### config.mk
export PLATFORM = sky130hd
export DESIGN_NAME = shift_mix_stage
export DESIGN_NICKNAME = d
export VERILOG_FILES = /design/src/rtl/shift_mix_stage.sv
export SDC_FILE = /design/constraint.sdc
export NUM_CORES = 1
export LEC_CHECK = 0
export ABC_AREA = 0
export CAP_MARGIN = 5
export CORE_UTILIZATION = 61
export CTS_BUF_LIST = sky130_fd_sc_hd__clkbuf_4
export CTS_CLUSTER_SIZE = 12
export DETAILED_ROUTE_END_ITERATION = 8
export PLACE_DENSITY = 0.88
export SYNTH_ARGS = -nofsm -noshare
export SYNTH_HDL_FRONTEND = slang
export SYNTH_SLANG_ARGS = --single-unit
### constraint.sdc
create_clock -name clk -period 4.7 [get_ports clk]
set_clock_uncertainty 0.15 [all_clocks]
set_input_delay 0.47 -clock clk [delete_from_list [all_inputs] [get_ports clk]]
set_output_delay 0.47 -clock clk [all_outputs]
set_load 0.03 [all_outputs]
### src/rtl/shift_mix_stage.sv
// AES round stage: ShiftRows then MixColumns (skipped on the final round), registered behind valid/ready.
// SKID=1 buffers two beats so in_ready comes straight from a flop; SKID=0 uses one output register.
module shift_mix_stage #(
  parameter bit SKID = 1'b1
) (
  input  logic         clk,
  input  logic         rst_n,
  input  logic [127:0] in_state,
  input  logic         in_last,
  input  logic         in_valid,
  output logic         in_ready,
  output logic [127:0] out_state,
  output logic         out_last,
  output logic         out_valid,
  input  logic         out_ready
);

  function automatic logic [7:0] xt(input logic [7:0] x);
    return {x[6:0], 1'b0} ^ (x[7] ? 8'h1B : 8'h00);
  endfunction

  logic [127:0] shifted;
  logic [127:0] mixed;
  logic [127:0] result;

  genvar gi;

  // Byte index 4*c + r; row r rotates left by r columns.
  for (gi = 0; gi < 16; gi++) begin : g_shift
    localparam int R = gi % 4;
    localparam int C = gi / 4;
    assign shifted[8*gi +: 8] = in_state[8*(4*((C+R)%4)+R) +: 8];
  end

  for (gi = 0; gi < 4; gi++) begin : g_mix
    logic [7:0] a0, a1, a2, a3;
    assign a0 = shifted[32*gi      +: 8];
    assign a1 = shifted[32*gi + 8  +: 8];
    assign a2 = shifted[32*gi + 16 +: 8];
    assign a3 = shifted[32*gi + 24 +: 8];
    assign mixed[32*gi      +: 8] = xt(a0) ^ xt(a1) ^ a1 ^ a2 ^ a3;
    assign mixed[32*gi + 8  +: 8] = a0 ^ xt(a1) ^ xt(a2) ^ a2 ^ a3;
    assign mixed[32*gi + 16 +: 8] = a0 ^ a1 ^ xt(a2) ^ xt(a3) ^ a3;
    assign mixed[32*gi + 24 +: 8] = xt(a0) ^ a0 ^ a1 ^ a2 ^ xt(a3);
  end

  assign result = in_last ? shifted : mixed;

  logic [127:0] out_state_q, out_state_d;
  logic         out_last_q, out_last_d;
  logic         out_valid_q, out_valid_d;

  assign out_state = out_state_q;
  assign out_last  = out_last_q;
  assign out_valid = out_valid_q;

  if (SKID) begin : g_skid
    typedef enum logic [1:0] {EMPTY, ONE, TWO} state_t;
    state_t       state_q, state_d;
    logic [127:0] skid_state_q, skid_state_d;
    logic         skid_last_q, skid_last_d;
    logic         in_ready_q, in_ready_d;
    logic         accept, deliver;

    assign in_ready = in_ready_q;
    assign accept   = in_valid & in_ready_q;
    assign deliver  = out_valid_q & out_ready;

    always_comb begin
      state_d      = state_q;
      out_state_d  = out_state_q;
      out_last_d   = out_last_q;
      skid_state_d = skid_state_q;
      skid_last_d  = skid_last_q;
      case (state_q)
        EMPTY: if (accept) begin
          out_state_d = result;
          out_last_d  = in_last;
          state_d     = ONE;
        end
        ONE: begin
          if (accept && !deliver) begin
            skid_state_d = result;
            skid_last_d  = in_last;
            state_d      = TWO;
          end else if (accept && deliver) begin
            out_state_d = result;
            out_last_d  = in_last;
          end else if (deliver) begin
            state_d = EMPTY;
          end
        end
        TWO: if (deliver) begin
          out_state_d = skid_state_q;
          out_last_d  = skid_last_q;
          state_d     = ONE;
        end
        default: state_d = EMPTY;
      endcase
      out_valid_d = (state_d != EMPTY);
      in_ready_d  = (state_d != TWO);
    end

    always_ff @(posedge clk or negedge rst_n) begin
      if (!rst_n) begin
        state_q      <= EMPTY;
        out_state_q  <= '0;
        out_last_q   <= 1'b0;
        out_valid_q  <= 1'b0;
        skid_state_q <= '0;
        skid_last_q  <= 1'b0;
        in_ready_q   <= 1'b0;
      end else begin
        state_q      <= state_d;
        out_state_q  <= out_state_d;
        out_last_q   <= out_last_d;
        out_valid_q  <= out_valid_d;
        skid_state_q <= skid_state_d;
        skid_last_q  <= skid_last_d;
        in_ready_q   <= in_ready_d;
      end
    end
  end else begin : g_reg
    // Holds in_ready low through reset and rises on the first edge after release.
    logic ready_en_q;
    logic accept;

    assign in_ready = ready_en_q & (~out_valid_q | out_ready);
    assign accept   = in_valid & in_ready;

    always_comb begin
      out_state_d = out_state_q;
      out_last_d  = out_last_q;
      out_valid_d = out_valid_q;
      if (accept) begin
        out_state_d = result;
        out_last_d  = in_last;
        out_valid_d = 1'b1;
      end else if (out_ready) begin
        out_valid_d = 1'b0;
      end
    end

    always_ff @(posedge clk or negedge rst_n) begin
      if (!rst_n) begin
        ready_en_q  <= 1'b0;
        out_state_q <= '0;
        out_last_q  <= 1'b0;
        out_valid_q <= 1'b0;
      end else begin
        ready_en_q  <= 1'b1;
        out_state_q <= out_state_d;
        out_last_q  <= out_last_d;
        out_valid_q <= out_valid_d;
      end
    end
  end

endmodule

==> flow_summary.toml <==
[logic_synthesis]
synthMuxAreaShare = 0.000567
yosysMostFrequentCell = "o21ai_0"
syn-cell-area_mm2 = 0.0177
yosys.cell_types.count = 43
yosys.area.top_type_share = 0.371
synthesis.nets = 1930
synth_edf_count = 0
async_flop_share = 1.00
synthAdderAreaFrac = 0
ys.flop_type = "dfrtp_1"
synth_top_family_by_area = "XOR/XNOR gates"
synth-simple-area-share = 0.0939
synthTopCellsByArea = "dfrtp_1 (37%), xnor3_1 (17%), o21ai_0 (8.5%)"
synth_compound_area_frac = 0.201
ys_seq_area_frac = 0.371
ys_top_cells_by_count = "o21ai_0 (299), dfrtp_1 (262), nand2_1 (227)"
yosys.area.top_type = "dfrtp_1"
synth_warnings = 0
ys_ff_latch = 262
netlist_instances = 1797
synth.avg_cell_area_um2 = 9.83
synth_xor_area_frac = 0.285

[setup_path]
rr_worst_depth = 6
criticalPathCategory = "reg2reg"
worstReg2RegStart = "g_skid.state_q[1]"
r2r-end = "out_state[84]"
cp.arrival_ns = 3.27
worstPathRequired_ns = 5.15
critPathMaxFanout = 63
r2r_slack_ns = 1.87
crit_path_end_kind = "register"
startpoint_type = "register"

[routing]
firstDrtPassIters = 5
antenna_left = 0
drt_iter0_markers = 1284
vias = 14500
drc_errors = 0
routed_wl_um = 46000
wl_per_cell_um = 19.2
vias_per_cell = 6.05

[timing]
tightest_slew_ns = 1.22
period_share = 0.601
finalSetupViolCount = 0
max_slew_margin = 0.184
rsz0062_at_grt = "no"
max_freq_mhz = 354
slew_violations = 0
hold_ws_ns = 0.232
tns_ns = 0
finalHoldViolCount = 0
period_minus_slack_ns = 2.83
setup_slack_ns = 1.87

[die]
pin_count = 264
fp.dieW_um = 172
dieArea_mm2 = 0.0296
coreArea_mm2 = 0.0282
initial_core_util = 0.627
die_h_um = 172
rows = 61

[pwr]
p_total_mw = 12.1
vdd_drop_max_v = 0.000358
p_per_area_mw_per_mm2 = 576
netSwitchingPower_mw = 5.23
clkPwrFrac = 0.167
comb_power_share = 0.509
p_sw_frac = 0.431
p_seq_frac = 0.324
power_leakage_nw = 9.61
internal_power_mw = 6.92

[cts]
htree_num_levels = 3
clock_latency_ns = 0.69
cts.sinks = 262
post_cts_buffers = 0
clkTransAtPathRegs_ns = 0.07
hold_buffers = 1
clockBufferDepth = 3
cts_tree = "yes"
root_buffer = "clkbuf_4"
ctsResizeCount = 0
cts_buffers = 72

[global_routing]
grt_first_pass_wirelength_um = 73200
grt_start_max_net_pins = 165
antenna_found_initial = 2
gr-total-overflow = 0
grt_pass1_vias = 14100
track_usage = 0.318

[layout]
nNetsFinal = 2100
finalNonFillerCells = 2397
drive_above_1_share = 0.0798
final_core_util = 0.748
area_growth_pct = 19.4
final_cell_area_mm2 = 0.0211

[job]
drv_cap = 0

[placement]
dp.cells = 2270
portBuffers = 263
dpl_worst_slack_ns = 1.53
place_hpwl_um = 31000
placed_area_mm2 = 0.0202
gp_congestion = 0.846

[hold_path]
hp-class = "in2async"

[outcome]
run_status = "finished clean"
-- power by group through the flow --
stage	sequential [mW]	clock, mW	combinational [mW]
after CTS	3.93	2.07	6.18
after global routing	4.05	2.19	6.71
final	3.94	2.02	6.18
after global placement	3.91	0	5.96
after floorplan	4.85	0	3.03
after detailed placement	3.96	0	6.14
-- kinds of logic (layout without fill, tap and decap cells) --
logic type	count (synthesis)	in the layout
xor+xnor	306	306
compound gates	631	631
mux	1	1
simple gates	406	406
buf+inv	191	412
flops	262	262
other cells	0	1
-- metal layers --
metal  routed length [um]  vias to the layer above  global-route usage
li1                     -                     6620                   -
met1                18700                     7030               0.434
met2                22000                      743               0.504
met3                 4150                      111              0.0645
met4                 1250                        0               0.123
met5                    0                        -                   0
-- flip-flops by register name, indices dropped and copies added (netlist names) --
name and cells:
g_skid.skid_state_q 128, out_last 1, g_skid.state_q 2, out_state 128, out_valid 1, in_ready 1, g_skid.skid_last_q 1
-- critical path, cell delays in order, from the launching register on --
cell	delay, ns
dfrtp_1	0.53
nand2b_4	0.43
o32ai_4	0.77
buf_4	0.44
o21ai_0	0.14
a31oi_1	0.19
a21o_1	0.11
-- final cells by class --
class	count	area (um^2)
antenna	1	2.50
multi-input combinational	1344	10300
tap	378	473
clock buffer	100	751
clock inverter	25	138
sequential	262	6560
inverter	2	7.51
timing repair buffer	285	2860
fill	1919	7090
-- worst max-delay path by stage --
stage	from	to	cells past startpoint	slack, ns
final	g_skid.state_q[1]	out_state[84]	6	1.87
after global routing	g_skid.state_q[1]	out_state[84]	6	1.68
after CTS	g_skid.state_q[1]	out_state[84]	6	1.88
after detailed placement	out_ready	out_state[84]	7	1.53
after global placement	out_ready	out_state[99]	7	1.58
after floorplan	in_state[103]	out_state[124]	6	2.74
-- cell usage in the layout (no fill, tap or decap), types with 29 or more instances in the layout --
| cell type | Yosys | final |
|---|---|---|
| xnor2_1 | 105 | 105 |
| o21ai_0 | 299 | 299 |
| clkdlybuf4s50_1 | 0 | 261 |
| clkbuf_4 | 1 | 100 |
| nor2_1 | 130 | 129 |
| dfrtp_1 | 262 | 262 |
| xnor3_1 | 130 | 130 |
| nand2_1 | 227 | 227 |
| xor2_1 | 29 | 29 |
| a211oi_1 | 94 | 94 |
| a31oi_1 | 54 | 54 |
| a21oi_1 | 127 | 127 |
Note: power is estimated with default switching activity, not from simulation.
